### src/rtl/ps2_host_tx.sv
// ps2_host_tx: PS/2 host-to-device command transmitter.
// Inhibits the bus, issues a request-to-send and clocks out one command byte
// (8 data bits, odd parity, stop) on device-generated clock edges. It then
// checks the device ACK and waits for both lines to go idle.
// Optional build macro PS2_TX_TIMEOUT_EN adds a watchdog. The watchdog aborts
// the frame when the device stops clocking for TIMEOUT_CYCLES cycles.
module ps2_host_tx #(
  parameter int INHIBIT_CYCLES = 12000,
  parameter int TIMEOUT_CYCLES = 2000000
) (
  input  logic       clk,
  input  logic       rst,
  input  logic [7:0] tx_data,
  input  logic       tx_valid,
  output logic       tx_ready,
  input  logic       ps2_clk_in,
  input  logic       ps2_data_in,
  output logic       ps2_clk_oe,
  output logic       ps2_data_oe,
  output logic       done,
  output logic       err,
  output logic       busy
);

  localparam int INH_W = (INHIBIT_CYCLES > 1) ? $clog2(INHIBIT_CYCLES + 1) : 1;
  localparam logic [INH_W-1:0] INH_LAST = INH_W'(INHIBIT_CYCLES - 1);

  typedef enum logic [2:0] {
    S_IDLE,
    S_INHIBIT,
    S_REQ,
    S_SEND,
    S_WAIT_ACK,
    S_WAIT_IDLE
  } state_t;

  state_t           state;
  logic [9:0]       frame;
  logic [3:0]       bit_cnt;
  logic [INH_W-1:0] inh_cnt;

  logic clk_s1, clk_s2, clk_prev;
  logic data_s1, data_s2;
  logic ps2_fall;
  logic waiting;
  logic timeout_hit;

  // Two-flop synchronizers for both bus lines plus a delayed clock copy for edge detection
  always_ff @(posedge clk or posedge rst) begin
    if (rst) begin
      clk_s1   <= 1'b1;
      clk_s2   <= 1'b1;
      clk_prev <= 1'b1;
      data_s1  <= 1'b1;
      data_s2  <= 1'b1;
    end else begin
      clk_s1   <= ps2_clk_in;
      clk_s2   <= clk_s1;
      clk_prev <= clk_s2;
      data_s1  <= ps2_data_in;
      data_s2  <= data_s1;
    end
  end

  assign ps2_fall = clk_prev & ~clk_s2;
  assign waiting  = (state == S_SEND) || (state == S_WAIT_ACK) || (state == S_WAIT_IDLE);

`ifdef PS2_TX_TIMEOUT_EN
  localparam int TO_W = (TIMEOUT_CYCLES > 1) ? $clog2(TIMEOUT_CYCLES + 1) : 1;
  localparam logic [TO_W-1:0] TO_LAST = TO_W'(TIMEOUT_CYCLES - 1);

  logic [TO_W-1:0] to_cnt;

  // Watchdog counts cycles since the last device clock edge while the device owns the clock
  always_ff @(posedge clk or posedge rst) begin
    if (rst) begin
      to_cnt <= '0;
    end else if (!waiting || ps2_fall) begin
      to_cnt <= '0;
    end else if (to_cnt != TO_LAST) begin
      to_cnt <= to_cnt + 1'b1;
    end
  end

  assign timeout_hit = waiting && !ps2_fall && (to_cnt == TO_LAST);
`else
  assign timeout_hit = 1'b0;
`endif

  // Frame sequencer: inhibit, request, shift bits on device falling edges, then check ACK and idle
  always_ff @(posedge clk or posedge rst) begin
    if (rst) begin
      state       <= S_IDLE;
      frame       <= '0;
      bit_cnt     <= '0;
      inh_cnt     <= '0;
      ps2_clk_oe  <= 1'b0;
      ps2_data_oe <= 1'b0;
      tx_ready    <= 1'b1;
      busy        <= 1'b0;
      done        <= 1'b0;
      err         <= 1'b0;
    end else begin
      done <= 1'b0;
      err  <= 1'b0;
      if (timeout_hit) begin
        ps2_clk_oe  <= 1'b0;
        ps2_data_oe <= 1'b0;
        err         <= 1'b1;
        tx_ready    <= 1'b1;
        busy        <= 1'b0;
        state       <= S_IDLE;
      end else begin
        case (state)
          S_IDLE: begin
            if (tx_valid && tx_ready) begin
              frame       <= {1'b1, ~^tx_data, tx_data};
              inh_cnt     <= '0;
              bit_cnt     <= '0;
              ps2_clk_oe  <= 1'b1;
              ps2_data_oe <= 1'b0;
              tx_ready    <= 1'b0;
              busy        <= 1'b1;
              state       <= S_INHIBIT;
            end
          end
          S_INHIBIT: begin
            if (inh_cnt == INH_LAST) begin
              ps2_data_oe <= 1'b1;
              state       <= S_REQ;
            end else begin
              inh_cnt <= inh_cnt + 1'b1;
            end
          end
          S_REQ: begin
            ps2_clk_oe <= 1'b0;
            bit_cnt    <= '0;
            state      <= S_SEND;
          end
          S_SEND: begin
            if (ps2_fall) begin
              ps2_data_oe <= ~frame[0];
              frame       <= {1'b0, frame[9:1]};
              bit_cnt     <= bit_cnt + 1'b1;
              if (bit_cnt == 4'd9) begin
                state <= S_WAIT_ACK;
              end
            end
          end
          S_WAIT_ACK: begin
            if (ps2_fall) begin
              if (!data_s2) begin
                state <= S_WAIT_IDLE;
              end else begin
                err      <= 1'b1;
                tx_ready <= 1'b1;
                busy     <= 1'b0;
                state    <= S_IDLE;
              end
            end
          end
          S_WAIT_IDLE: begin
            if (clk_s2 && data_s2) begin
              done     <= 1'b1;
              tx_ready <= 1'b1;
              busy     <= 1'b0;
              state    <= S_IDLE;
            end
          end
          default: begin
            ps2_clk_oe  <= 1'b0;
            ps2_data_oe <= 1'b0;
            tx_ready    <= 1'b1;
            busy        <= 1'b0;
            state       <= S_IDLE;
          end
        endcase
      end
    end
  end

endmodule

### config.mk
export PLATFORM = sky130hd
export DESIGN_NAME = ps2_host_tx
export DESIGN_NICKNAME = d
export VERILOG_FILES = /design/src/rtl/ps2_host_tx.sv
export SDC_FILE = /design/constraint.sdc
export NUM_CORES = 1
export LEC_CHECK = 0
export ABC_CLOCK_PERIOD_IN_PS = 1700
export BUFFER_PORTS_ARGS = -buffer_cell sky130_fd_sc_hd__buf_2
export CAP_MARGIN = 15
export CELL_PAD_IN_SITES_DETAIL_PLACEMENT = 1
export CELL_PAD_IN_SITES_GLOBAL_PLACEMENT = 2
export CORE_MARGIN = 2
export CORE_UTILIZATION = 30
export CTS_CLUSTER_SIZE = 20
export DETAILED_ROUTE_END_ITERATION = 8
export GPL_ROUTABILITY_DRIVEN = 0
export GPL_TIMING_DRIVEN = 0
export PLACE_DENSITY = 0.66
export RECOVER_POWER = 25
export SKIP_CTS_REPAIR_TIMING = 1
export SLEW_MARGIN = 20
export SYNTH_ARGS = -nofsm -noshare
export SYNTH_HDL_FRONTEND = slang
export SYNTH_SLANG_ARGS = --single-unit
### constraint.sdc
create_clock -name clk -period 1.7 [get_ports clk]
set_input_delay 0 -clock clk [delete_from_list [all_inputs] [get_ports clk]]
set_output_delay 0 -clock clk [all_outputs]
set_load 0.05 [all_outputs]
; Word-level counts from Yosys, hierarchy flattened
; Cells that the tools add are included.
[word_totals]
memories = 0
reg_bits = 42
elab_cells = 91
ram_bits = 0
latch_bits = 0
rom_bits = 0
output_inout_bits = 6
input_bits = 13
[classes]
mux = 36
reduce_logical = 17
bitwise_logic = 6
n_eq_ne = 15
n_div = 0
addsub = 2
n_lt_le_gt_ge = 0
shifts = 0
multipliers = 0
[op_table]
columns = cell, n
row1 = two-way mux 14 bit, 2
row2 = one-hot mux 14 bit (2 select lines), 1
row3 = two-way mux 3 bit, 7
row4 = two-way mux 10 bit, 2
row5 = one-hot mux 10 bit (2 select lines), 1
row6 = one-hot mux 3 bit (6 select lines), 1
row7 = two-way mux 1 bit, 15
row8 = adder 14 x 1 -> 14 bit (second input constant), 1
row9 = equality test 14 bit (second input constant), 1
row10 = inequality test 2 bit (second input constant), 6
row11 = one-hot mux 1 bit (4 select lines), 3
row12 = one-hot mux 4 bit (3 select lines), 1
row13 = AND reduction 3 bit, 3
row14 = two-way mux 4 bit, 2
row15 = XNOR reduction 8 bit, 1
row16 = equality test 3 x 2 -> 1 bit (second input constant), 2
row17 = equality test 3 bit (second input constant), 2
row18 = AND reduction 6 bit, 1
row19 = OR reduction 3 bit, 2
row20 = NOT 1 bit, 5
row21 = AND reduction 5 bit, 1
row22 = adder 4 x 1 -> 4 bit (second input constant), 1
row23 = equality test 4 bit (second input constant), 1
row24 = inequality test 2 x 1 -> 1 bit (second input constant), 2
row25 = 10 further kinds, 12

; Depth between registers and ports, before layout
; Gate-level depths: netlist (run 1).
[depth]
depth_word = 4
ltp_mapped = 7
depth_no_buf = 6

; Least setup slack after synthesis (run 1)
; Ideal clock, no wire load.
[synth_timing]
path_type = register to register
startpoint = reg inh_cnt[0]
endpoint = reg ps2_data_oe
synth_period_minus_slack_ns = 1.862
path_buffers = 1
path_stages_with_launch = 8
setup_time_ns = 0.125
slack_ns = -0.162
arrival_ns = 1.737
t_required_ns = 1.575
cell_sequence = dfrtp_1 -> ha_1 -> and4_1 -> and4bb_1 -> buf_6 -> nand2b_4 -> o311a_1 -> mux2_4
[synth_between]
elab_chain_cells = 3
[synth_rtl]
columns = item, line_no
row1 = start: declaration, 40  ; logic [INH_W-1:0] inh_cnt;
row2 = start signal: assignment, 132  ; inh_cnt <= inh_cnt + 1'b1;
row3 = equality test 14 bit, 128  ; if (inh_cnt == INH_LAST) begin
row4 = inequality test 2 bit (no line), -
row5 = AND reduction 4 bit (no line), -
row6 = end signal: assignment, 142  ; ps2_data_oe <= ~frame[0];
row7 = end: declaration, 19  ; output logic ps2_data_oe,
; No other way between the ends.
; A chain may end at the register's enable or synchronous reset.

; Worst setup path in the final report (run 1)
[layout_timing]
startpoint = reg inh_cnt[8]
endpoint = reg inh_cnt[10]
[layout_between]
elab_chain_cells = 3
elab_cells_between_ends = 6
cone_classes = add/sub (1) / eq/ne (2) / mux (2) / reduce/logical (1)
[layout_rtl]
columns = item, line_no
row1 = adder 14 x 1 -> 14 bit or equality test 14 bit (tied branches), "132, 128"
row2 = two-way mux 14 bit or inequality test 2 bit (tied branches), -
row3 = one-hot mux 14 bit (2 select lines) or AND reduction 3 bit (tied branches), -
; Parallel ways exist; a longest one is shown, timed or not. The select of a mux whose other input is x is not followed.

==> results of run 1 <==
## kinds of logic (layout without fill, tap and decap cells)
| logic type | Yosys count | in the layout | synth area share |
|---|---|---|---|
| and+or+nand+nor | 84 | 84 | 0.2092 |
| AOI/OAI and AO/OA | 50 | 50 | 0.1467 |
| DFF | 42 | 42 | 0.4810 |
| buffers and inverters | 16 | 77 | 0.03752 |
| xor gates and xnor gates | 14 | 14 | 0.05571 |
| muxes | 11 | 11 | 0.05287 |
| adders and majority gates | 3 | 3 | 0.01706 |
## stage by stage
step / total power, mW / hold WS, ns
after floorplan: 2.470 / 0.004478
after global placement: 2.816 / 0.1049
after detailed placement: 2.842 / 0.1068
after CTS: 3.675 / -0.2242
after global routing: 4.405 / 0.04205
final: 4.122 / 0.01758
## power by group
part | internal [mW] | switching [mW] | total [mW]
clock | 0.439 | 0.372 | 0.811
sequential | 1.28 | 0.242 | 1.52
combinational | 0.822 | 0.966 | 1.79
total | 2.54 | 1.58 | 4.12
## cells in the final DEF, fill, tap and decap left out, types with 2 or more instances in the layout
cell and count:
sky130_fd_sc_hd__dfstp_2 5, sky130_fd_sc_hd__mux2i_1 9, sky130_fd_sc_hd__o21ai_0 12, sky130_fd_sc_hd__nor3_1 4, sky130_fd_sc_hd__nand3_1 6, sky130_fd_sc_hd__nor2_1 22, sky130_fd_sc_hd__nand4_1 3, sky130_fd_sc_hd__xnor2_1 13
sky130_fd_sc_hd__nor3_2 3, sky130_fd_sc_hd__dfrtp_1 31, sky130_fd_sc_hd__o31ai_1 2, sky130_fd_sc_hd__buf_4 32, sky130_fd_sc_hd__buf_2 19, sky130_fd_sc_hd__nand2b_1 3, sky130_fd_sc_hd__clkbuf_8 5, sky130_fd_sc_hd__dfrtp_2 5
sky130_fd_sc_hd__o211ai_1 2, sky130_fd_sc_hd__nand2_1 18, sky130_fd_sc_hd__dlygate4sd3_1 3, sky130_fd_sc_hd__a21oi_2 2, sky130_fd_sc_hd__ha_1 2, sky130_fd_sc_hd__a21oi_1 14, sky130_fd_sc_hd__a22o_1 2, sky130_fd_sc_hd__o21ai_1 3
sky130_fd_sc_hd__nor3_4 3, sky130_fd_sc_hd__buf_6 5, sky130_fd_sc_hd__and3_1 5, sky130_fd_sc_hd__inv_1 7, sky130_fd_sc_hd__nand3_2 2
## sequential cells by signal, summed over array words and instances, names as in the netlist
register	flops
data_s2	1
ps2_clk_oe	1
frame	10
data_s1	1
ps2_data_oe	1
bit_cnt	4
err	1
inh_cnt	14
state	3
clk_prev	1
done	1
busy	1
clk_s1	1
clk_s2	1
tx_ready	1
## worst paths after layout
check	cells past startpoint	slack, ns	end
max	7	-0.17	inh_cnt[10]$_DFFE_PP0P_
min	3	0.02	frame[7]$_DFFE_PP0P_
max reg2reg	7	-0.17	inh_cnt[10]$_DFFE_PP0P_
min reg2reg	0	0.36	data_s2$_DFF_PP1_
max in group asynchronous	3	0.43	inh_cnt[0]$_DFFE_PP0P_
min in group asynchronous	3	0.53	inh_cnt[7]$_DFFE_PP0P_
## cell type report
type | instances | area, µm²
Sequential cell | 42 | 1065
Timing Repair Buffer | 54 | 391.6
Clock inverter | 2 | 37.54
Fill cell | 832 | 4229
Inverter | 7 | 26.28
Multi-Input combinational cell | 162 | 1160
Tap cell | 99 | 123.9
Buffer | 8 | 70.07
Clock buffer | 6 | 72.57
## critical path, stage by stage (launching register included)
cell	delay [ns]
sky130_fd_sc_hd__dfrtp_2	0.44
sky130_fd_sc_hd__nand4bb_1	0.24
sky130_fd_sc_hd__and4bb_1	0.32
sky130_fd_sc_hd__buf_6	0.14
sky130_fd_sc_hd__nor2_4	0.06
sky130_fd_sc_hd__buf_4	0.15
sky130_fd_sc_hd__and3_1	0.15
sky130_fd_sc_hd__a221o_1	0.26
## routing by layer
metal / up-vias / track usage / share of wire
li1: 897 / - / -
met1: 917 / 0.2073 / 0.50
met2: 24 / 0.2052 / 0.46
met3: 8 / 0.03291 / 0.028
met4: 0 / 0.04071 / 0.012
met5: - / 0 / 0
==> metrics.cfg, run 1 <==
[detailed_routing]
first_iter_violations=50
drt_pre_antenna_iters=4
vias_per_cell=4.858
routedWlPerCell_um=15.41
routed_wl_um=5854
detail_route_antenna_nets=0
detail_route.drc_violations=0
dr_total_vias=1846

[synthesis]
post_synth_inst_count=220
mappedNetlistNets=236
synth_sequential_area_ratio=0.4810
number_of_warnings_reported_in_the_yosys_synthesis_log=0
post-synth-top-area-cell=sky130_fd_sc_hd__dfrtp_1
synth_top_cells_by_area=sky130_fd_sc_hd__dfrtp_1 (41%), sky130_fd_sc_hd__dfstp_2 (7.2%), sky130_fd_sc_hd__xnor2_1 (5.2%), sky130_fd_sc_hd__mux2i_1 (4.1%), sky130_fd_sc_hd__nor2_1 (3.9%)
mappedNetlistArea_um2=2201
syn_area_per_cell_um2=10.00
yosys_register_bits=42
synth.lib_cells_used.distinct=53
number_of_enable_type_register_cells_in_the_synthesized_netlist=0
async_reset_ff_frac=1.000
synth.cells.most_frequent=sky130_fd_sc_hd__dfrtp_1 (36), sky130_fd_sc_hd__nor2_1 (23), sky130_fd_sc_hd__nand2_1 (19)
synth_largest_type_area_fraction=0.4093
synth.most_common_cell=sky130_fd_sc_hd__dfrtp_1
ys_dominant_reg_cell=sky130_fd_sc_hd__dfrtp_1

[global_route]
gr-total-overflow=0
grt_pass1_vias=1653
grt_util_overall=0.1407
global_route_wire_length_before_repair_um=8631
grt_start_max_net_pins=27
number_of_antenna_violations_at_the_first_check_in_global_routing=0

[clocking]
insertion_delay_ns=0.30
clock_tree_from_tritoncts=done
cts_htree_levels=2
clock_sink_count=42
path_clk_slew_ns=0.08
clock_tree.root_cell=sky130_fd_sc_hd__clkbuf_8
total_clock_buffers_created_by_cts=5
clockBufferDepth=2

[finish]
final_cells=380
area_grow_syn2layout_pct=33.88
diode_insertion_count_for_antenna_repair=0
layout.cell_area.non_filler_um2=2947
fraction_of_layout_cells_with_a_size_suffix_above_1=0.3559
design.final.nets=296
finished_core_util=0.4106

[placed_design]
dpl.cell_count=338
place_hpwl_um=3690
io_buffers=18
dp_worst_setup_slack_ns=-0.3365
placed_area_um2=2456

[sta]
report.final.setup_viol=10
slew_viol_final=0
setup_slack_ns=-0.1665
final.setup.tns_ns=-0.7784
unrepaired_setup_endpoints_after_global_routing=yes
timing.final.crit_share=1.098
hold_viol=0
timing.max_slew.rel_slack=0.2546
max_slew.worst_pin.slew_ns=1.117
final.setup_skew_ns=0.006190
period_needed_ns=1.867
max_clock_freq_mhz=535.8

[worst_setup_path]
crit_path_dat_ns=2.05
cp_max_fo=6
rr_startpoint=inh_cnt[8]$_DFFE_PP0P_
cp-startpoint=inh_cnt[8]$_DFFE_PP0P_
cp-end-kind=flip-flop
worstPathRequired_ns=1.89
cp-start-kind=flip-flop
criticalPathCategory=reg -> reg

[min_path]
hold_path_class=in -> reg
timing.hold.worst.start=tx_data[7]

[power]
power.static_leakage_nw=1.341
power.density_cell_area_nw_per_um2=1399
vdd_drop_max_uv=537.7

[floorplan]
core_um2=7176
area_enclosed_by_the_die_boundary_um2=8037
io_pins=19
fp.dieW_um=89.65
die_height_um=89.65
initial_core_util=0.3067
placementRows=31

[status]
violations=setup timing
result_of_the_run=finished with violations

[run]
timing.max_cap.violations=0

Power figures use the tool's default switching activity.
==> run 2: changes to the inputs <==
--- a/config.mk
+++ b/config.mk
@@ -8,15 +8,15 @@
 export ABC_CLOCK_PERIOD_IN_PS = 1700
 export BUFFER_PORTS_ARGS = -buffer_cell sky130_fd_sc_hd__buf_2
 export CAP_MARGIN = 15
-export CELL_PAD_IN_SITES_DETAIL_PLACEMENT = 1
-export CELL_PAD_IN_SITES_GLOBAL_PLACEMENT = 2
+export CELL_PAD_IN_SITES_DETAIL_PLACEMENT = 0
+export CELL_PAD_IN_SITES_GLOBAL_PLACEMENT = 1
 export CORE_MARGIN = 2
 export CORE_UTILIZATION = 30
 export CTS_CLUSTER_SIZE = 20
 export DETAILED_ROUTE_END_ITERATION = 8
 export GPL_ROUTABILITY_DRIVEN = 0
 export GPL_TIMING_DRIVEN = 0
-export PLACE_DENSITY = 0.66
+export PLACE_DENSITY = 0.56
 export RECOVER_POWER = 25
 export SKIP_CTS_REPAIR_TIMING = 1
 export SLEW_MARGIN = 20
==> run 2 against run 1 <==
The run still ends with setup timing left. Clock power up 23%. Combinational power about the same. Largest cell class unchanged. Critical path depth down 1. Non-clock buffer count down 7. Critical endpoint is now ps2_data_oe$_DFFE_PP0P_. Sequential share of layout area down 0.92 points. Largest power group unchanged. Wire length down 9.1%. Hold slack better by 0.016 ns.
==> metrics.cfg, run 2 (synthesis gave the netlist of run 1 again) <==
[power]
power.static_leakage_nw=1.344  ; was 1.341 nW
power.density_cell_area_nw_per_um2=1429  ; was 1399 nW/µm²
vdd_drop_max_uv=451.8  ; was 537.7 µV

[global_route]
grt_start_max_net_pins=29  ; was 27
global_route_wire_length_before_repair_um=8107  ; was 8631 µm
gr-total-overflow=0  ; unchanged
grt_pass1_vias=1643  ; was 1,653
grt_util_overall=0.1335  ; was 0.1407
number_of_antenna_violations_at_the_first_check_in_global_routing=0  ; unchanged

[worst_setup_path]
cp_max_fo=6  ; unchanged
ff2ff_path_depth=6  ; was 7
crit-reg2reg-capture=ps2_data_oe$_DFFE_PP0P_  ; was inh_cnt[10]$_DFFE_PP0P_
criticalPathCategory=reg -> reg  ; unchanged
cp-end-kind=flip-flop  ; unchanged
crit_path_dat_ns=2.06  ; was 2.05 ns
cp-startpoint=inh_cnt[8]$_DFFE_PP0P_  ; unchanged
cp-start-kind=flip-flop  ; unchanged
crit_end=ps2_data_oe$_DFFE_PP0P_  ; was inh_cnt[10]$_DFFE_PP0P_
reg2reg_setup_slack_ns=-0.17  ; about the same
worstPathRequired_ns=1.89  ; about the same
rr_startpoint=inh_cnt[8]$_DFFE_PP0P_  ; unchanged

[clocking]
cts_htree_levels=2  ; unchanged
clock_sink_count=42  ; unchanged
clock_tree.root_cell=sky130_fd_sc_hd__clkbuf_8  ; unchanged
clockBufferDepth=2  ; unchanged
path_clk_slew_ns=0.08  ; about the same
insertion_delay_ns=0.30  ; about the same
clock_tree_from_tritoncts=done  ; unchanged
total_clock_buffers_created_by_cts=5  ; unchanged

[floorplan]
io_pins=19  ; unchanged
core_um2=7176  ; unchanged
area_enclosed_by_the_die_boundary_um2=8037  ; unchanged
placementRows=31  ; unchanged
fp.dieW_um=89.65  ; unchanged
initial_core_util=0.3067  ; unchanged
die_height_um=89.65  ; unchanged

[detailed_routing]
first_iter_violations=65  ; was 50
dr_total_vias=1805  ; was 1,846
drt_pre_antenna_iters=4  ; unchanged
routed_wl_um=5319  ; was 5854 µm
routedWlPerCell_um=14.26  ; was 15.41 µm
vias_per_cell=4.839  ; was 4.858
detail_route.drc_violations=0  ; unchanged
detail_route_antenna_nets=0  ; unchanged

[sta]
max_clock_freq_mhz=535.2  ; was 535.8 MHz
timing.final.crit_share=1.099  ; was 1.098
unrepaired_setup_endpoints_after_global_routing=yes  ; unchanged
report.final.setup_viol=10  ; unchanged
final.setup_skew_ns=0.006784  ; was 0.006190 ns
max_slew.worst_pin.slew_ns=0.6110  ; was 1.117 ns
setup_slack_ns=-0.1685  ; was -0.1665 ns
hold_viol=0  ; unchanged
period_needed_ns=1.868  ; was 1.867 ns
slew_viol_final=0  ; unchanged
timing.max_slew.rel_slack=0.5922  ; was 0.2546

[min_path]
hold_depth=3  ; unchanged
hold_path_class=in -> reg  ; unchanged

[finish]
layout.cells.most_common=sky130_fd_sc_hd__dfrtp_1  ; was sky130_fd_sc_hd__buf_4
max_ffs_per_register=14  ; unchanged
finished_core_util=0.4209  ; was 0.4106
final_cell_mix=sky130_fd_sc_hd__dfrtp_1 (32), sky130_fd_sc_hd__buf_2 (20), sky130_fd_sc_hd__buf_4 (18), sky130_fd_sc_hd__nand2_1 (18), sky130_fd_sc_hd__nor2_1 (14)  ; was sky130_fd_sc_hd__buf_4 (32), sky130_fd_sc_hd__dfrtp_1 (31), sky130_fd_sc_hd__nor2_1 (22)
layout_top_registers=inh_cnt: 14 flops, frame: 10 flops, bit_cnt: 4 flops  ; unchanged
design.final.nets=289  ; was 296
fraction_of_layout_cells_with_a_size_suffix_above_1=0.3905  ; was 0.3559
diode_insertion_count_for_antenna_repair=0  ; unchanged
final_cells=373  ; was 380
regMostFlops=inh_cnt  ; unchanged
area_grow_syn2layout_pct=37.24  ; was 33.88%

[placed_design]
io_buffers=18  ; unchanged
place_hpwl_um=3413  ; was 3690 µm
dpl.cell_count=338  ; unchanged

[status]
violations=setup timing  ; unchanged
result_of_the_run=finished with violations  ; unchanged

[run]
timing.max_cap.violations=0  ; unchanged

==> run 2: worst max-delay path: stages (launching register included) <==
cell and delay (ns):
sky130_fd_sc_hd__dfrtp_1 0.45, sky130_fd_sc_hd__nand4bb_1 0.25, sky130_fd_sc_hd__and4bb_1 0.33, sky130_fd_sc_hd__buf_6 0.13
sky130_fd_sc_hd__nand2b_4 0.12, sky130_fd_sc_hd__o311a_1 0.18, sky130_fd_sc_hd__mux2_4 0.30
==> run 2: routing by layer <==
| metal | vias to the layer above | track usage | wire length (µm) |
|---|---|---|---|
| met5 | - | 0 | 0 |
| met4 | 0 | 0.05156 | 75 |
| met3 | 7 | 0.03473 | 173 |
| met1 | 886 | 0.1809 | 2497 |
| met2 | 27 | 0.2045 | 2573 |
| li1 | 885 | - | - |
==> run 2: stage by stage <==
| stage | setup WS [ns] | setup TNS (ns) | hold WS, ns | area (µm²) | total power, mW |
|---|---|---|---|---|---|
| floorplan | -0.1287 | -0.2148 | 0.004478 | 2215 | 2.470 |
| global placement | -0.3257 | -2.494 | 0.1062 | 2429 | 2.796 |
| detailed placement | -0.2966 | -2.251 | -0.01194 | 2449 | 2.805 |
| CTS | -0.3219 | -2.840 | -0.3425 | 2591 | 3.815 |
| global route | -0.2321 | -1.571 | 0.04164 | 3020 | 4.613 |
| finish | -0.1685 | -0.5841 | 0.03360 | 3020 | 4.316 |
==> run 2: area by class of cell <==
class                   count  area [µm²]
plain buffers               9       78.83
clock buffers               6       82.58
clock inverters             2       60.06
fillers                   710        4155
inverters                   7       26.28
multi-input cells         162        1239
flip-flops and latches     42        1064
well taps                  99       123.9
repair buffers             46       346.6
==> run 2: worst min path at each step <==
stage	startpoint	slack (ns)	to
6_report	tx_data[1]	0.03	frame[1]$_DFFE_PP0P_
5_1_grt	tx_data[1]	0.04	frame[1]$_DFFE_PP0P_
4_1_cts	rst	-0.34	frame[5]$_DFFE_PP0P_
3_5_place_dp	rst	-0.01	frame[3]$_DFFE_PP0P_
3_3_place_gp	ps2_data_in	0.11	data_s1$_DFF_PP1_
2_1_floorplan	ps2_clk_in	0.004	clk_s1$_DFF_PP1_
==> run 2: where the power goes <==
group | switching [mW] | internal, mW | leakage (nW)
registers | 0.270 | 1.28 | 0.513
clock network | 0.368 | 0.627 | 0.0714
logic | 0.960 | 0.811 | 0.760
total | 1.60 | 2.72 | 1.34
==> run 3: changes to the inputs <==
--- a/config.mk
+++ b/config.mk
@@ -5,7 +5,7 @@
 export SDC_FILE = /design/constraint.sdc
 export NUM_CORES = 1
 export LEC_CHECK = 0
-export ABC_CLOCK_PERIOD_IN_PS = 1700
+export ABC_CLOCK_PERIOD_IN_PS = 1750
 export BUFFER_PORTS_ARGS = -buffer_cell sky130_fd_sc_hd__buf_2
 export CAP_MARGIN = 15
 export CELL_PAD_IN_SITES_DETAIL_PLACEMENT = 0
@@ -16,7 +16,7 @@
 export DETAILED_ROUTE_END_ITERATION = 8
 export GPL_ROUTABILITY_DRIVEN = 0
 export GPL_TIMING_DRIVEN = 0
-export PLACE_DENSITY = 0.56
+export PLACE_DENSITY = 0.54
 export RECOVER_POWER = 25
 export SKIP_CTS_REPAIR_TIMING = 1
 export SLEW_MARGIN = 20
==> constraint.sdc (replaced) <==
create_clock -name clk -period 1.75 [get_ports clk]
set_input_delay 0 -clock clk [delete_from_list [all_inputs] [get_ports clk]]
set_output_delay 0 -clock clk [all_outputs]
set_load 0.05 [all_outputs]
==> run 3 against run 2 <==
The run still ends with setup timing left. First-iteration DRC count down 17%. Global-route usage up 0.60 points. Hold slack worse by 0.0019 ns. Critical path depth up 1. Worst setup slack better by 0.034 ns. Register-to-register slack better by 0.03 ns. Wire length down 2.2%. Critical path type unchanged.
==> metrics.cfg, run 3 (synthesis gave the netlist of run 1 again) <==
[status]
result_of_the_run=finished with violations  ; unchanged
violations=setup timing  ; unchanged

[power]
total_power_mw=3.888  ; was 4.316 mW
power.density_cell_area_nw_per_um2=1348  ; was 1429 nW/µm²
vdd_drop_max_uv=447.8  ; was 451.8 µV
power.static_leakage_nw=1.293  ; was 1.344 nW

[floorplan]
fp.dieW_um=89.65  ; unchanged
area_enclosed_by_the_die_boundary_um2=8037  ; unchanged
initial_core_util=0.3067  ; unchanged
io_pins=19  ; unchanged
die_height_um=89.65  ; unchanged
placementRows=31  ; unchanged
core_um2=7176  ; unchanged

[worst_setup_path]
cp_max_fo=4  ; was 6
crit_path_top_delay_cell=sky130_fd_sc_hd__dfrtp_1  ; unchanged
critical_path.max_stage_delay_ns=0.43  ; was 0.45 ns
cp-startpoint=inh_cnt[0]$_DFFE_PP0P_  ; was inh_cnt[8]$_DFFE_PP0P_
cp-start-kind=flip-flop  ; unchanged
crit_buf_inv=1  ; unchanged
rr_startpoint=inh_cnt[0]$_DFFE_PP0P_  ; was inh_cnt[8]$_DFFE_PP0P_
cp-end-kind=flip-flop  ; unchanged
criticalPathCategory=reg -> reg  ; unchanged
critical-path-top-delay-family=simple AND/OR/NAND/NOR gates  ; unchanged
worstPathRequired_ns=1.93  ; was 1.89 ns
timing.critical_path.cells=ha_4 -> and4_4 -> and4bb_1 -> buf_6 -> nand2b_4 -> o311a_1 -> mux2_4  ; was nand4bb_1 -> and4bb_1 -> buf_6 -> nand2b_4 -> o311a_1 -> mux2_4
crit_path_dat_ns=2.06  ; about the same

[finish]
area_grow_syn2layout_pct=31.04  ; was 37.24%
final_cell_mix=sky130_fd_sc_hd__dfrtp_1 (33), sky130_fd_sc_hd__nor2_1 (22), sky130_fd_sc_hd__buf_2 (20), sky130_fd_sc_hd__buf_4 (20), sky130_fd_sc_hd__nand2_1 (17)  ; was sky130_fd_sc_hd__dfrtp_1 (32), sky130_fd_sc_hd__buf_2 (20), sky130_fd_sc_hd__buf_4 (18), sky130_fd_sc_hd__nand2_1 (18), sky130_fd_sc_hd__nor2_1 (14)
regMostFlops=inh_cnt  ; unchanged
diode_insertion_count_for_antenna_repair=0  ; unchanged
layout_top_registers=inh_cnt: 14 flops, frame: 10 flops, bit_cnt: 4 flops  ; unchanged
max_ffs_per_register=14  ; unchanged
design.final.nets=285  ; was 289
layout.cells.most_common=sky130_fd_sc_hd__dfrtp_1  ; unchanged
fraction_of_layout_cells_with_a_size_suffix_above_1=0.3444  ; was 0.3905
final_cells=369  ; was 373

[global_route]
grtUsageMet3=0.02742  ; was 0.03473
grt_pass1_vias=1738  ; was 1,643
grt.busiest_layer=met2  ; unchanged
met2_usage=0.2266  ; was 0.2045
global_route_wire_length_before_repair_um=8569  ; was 8107 µm
use_met1=0.1891  ; was 0.1809
number_of_antenna_violations_at_the_first_check_in_global_routing=0  ; unchanged
grt_start_max_net_pins=33  ; was 29
gr-total-overflow=0  ; unchanged
grt_util_overall=0.1396  ; was 0.1335

[placed_design]
io_buffers=18  ; unchanged
dpl.cell_count=338  ; unchanged
place_hpwl_um=3445  ; was 3413 µm

[clocking]
insertion_delay_ns=0.30  ; about the same
clock_sink_count=42  ; unchanged
cts_htree_levels=2  ; unchanged
clock_tree_from_tritoncts=done  ; unchanged
path_clk_slew_ns=0.09  ; was 0.08 ns
clockBufferDepth=2  ; unchanged
total_clock_buffers_created_by_cts=5  ; unchanged
clock_tree.root_cell=sky130_fd_sc_hd__clkbuf_8  ; unchanged

[sta]
timing.final.crit_share=1.077  ; was 1.099
report.final.setup_viol=9  ; was 10
slew_viol_final=0  ; unchanged
setup_slack_ns=-0.1343  ; was -0.1685 ns
timing.max_slew.rel_slack=0.4292  ; was 0.5922
max_slew.worst_pin.slew_ns=0.8561  ; was 0.6110 ns
unrepaired_setup_endpoints_after_global_routing=yes  ; unchanged
max_clock_freq_mhz=530.7  ; was 535.2 MHz
period_needed_ns=1.884  ; was 1.868 ns
final.setup_skew_ns=0.009006  ; was 0.006784 ns
hold_viol=0  ; unchanged

[detailed_routing]
detail_route_antenna_nets=0  ; unchanged
vias_per_cell=4.740  ; was 4.839
routed_wl_um=5202  ; was 5319 µm
dr_total_vias=1749  ; was 1,805
detail_route.drc_violations=0  ; unchanged
drt_pre_antenna_iters=5  ; was 4
routedWlPerCell_um=14.10  ; was 14.26 µm
first_iter_violations=54  ; was 65

[min_path]
hold_path_class=in -> reg  ; unchanged
timing.hold.worst.start=tx_data[2]  ; was tx_data[1]

[run]
timing.max_cap.violations=0  ; unchanged

run 3: worst reg2reg max path, cell delays in order (launching register included):
cell and delay, ns:
sky130_fd_sc_hd__dfrtp_1 0.43, sky130_fd_sc_hd__ha_4 0.17, sky130_fd_sc_hd__and4_4 0.22, sky130_fd_sc_hd__and4bb_1 0.21, sky130_fd_sc_hd__buf_6 0.12, sky130_fd_sc_hd__nand2b_4 0.12, sky130_fd_sc_hd__o311a_1 0.19, sky130_fd_sc_hd__mux2_4 0.30
run 3: layer usage:
metal	vias to the layer above	part of all wire
met3	5	0.017
met5	-	0
met4	0	0.0069
li1	876	-
met1	854	0.51
met2	14	0.47
run 3: worst paths after layout:
| check | to | slack (ns) | depth (start not counted) |
|---|---|---|---|
| min reg2reg | data_s2$_DFF_PP1_ | 0.36 | 0 |
| max | ps2_data_oe$_DFFE_PP0P_ | -0.13 | 7 |
| max reg2reg | ps2_data_oe$_DFFE_PP0P_ | -0.13 | 7 |
| min | frame[2]$_DFFE_PP0P_ | 0.03 | 3 |
| max in group asynchronous | state[1]$_DFFE_PP0P_ | 0.28 | 4 |
| min in group asynchronous | inh_cnt[13]$_DFFE_PP0P_ | 0.24 | 3 |
run 3: cell type report:
| cell class | instances | area (µm²) |
|---|---|---|
| Timing Repair Buffer | 42 | 304.0 |
| Buffer | 9 | 71.32 |
| Multi-Input combinational cell | 162 | 1180 |
| Clock buffer | 7 | 86.33 |
| Inverter | 7 | 26.28 |
| Fill cell | 744 | 4292 |
| Sequential cell | 42 | 1062 |
| Tap cell | 99 | 123.9 |
| Clock inverter | 1 | 30.03 |
run 3: where the power goes:
part	internal, mW	switching, mW
sequential	1.24	0.216
clock	0.466	0.350
combinational	0.720	0.898
run 3: stage by stage:
stage | setup slack [ns] | instance area, µm² | setup TNS, ns | utilization | hold slack (ns)
after floorplan | -0.07871 | 2212 | -0.07871 | - | 0.004478
after global placement | -0.3071 | 2426 | -2.022 | 0.3381 | 0.1051
after detailed placement | -0.2973 | 2446 | -1.600 | 0.3409 | -0.04040
after CTS | -0.3170 | 2562 | -1.959 | 0.3571 | -0.3643
after global routing | -0.2056 | 2884 | -1.399 | 0.4019 | 0.03988
final | -0.1343 | 2884 | -0.4478 | 0.4019 | 0.03167
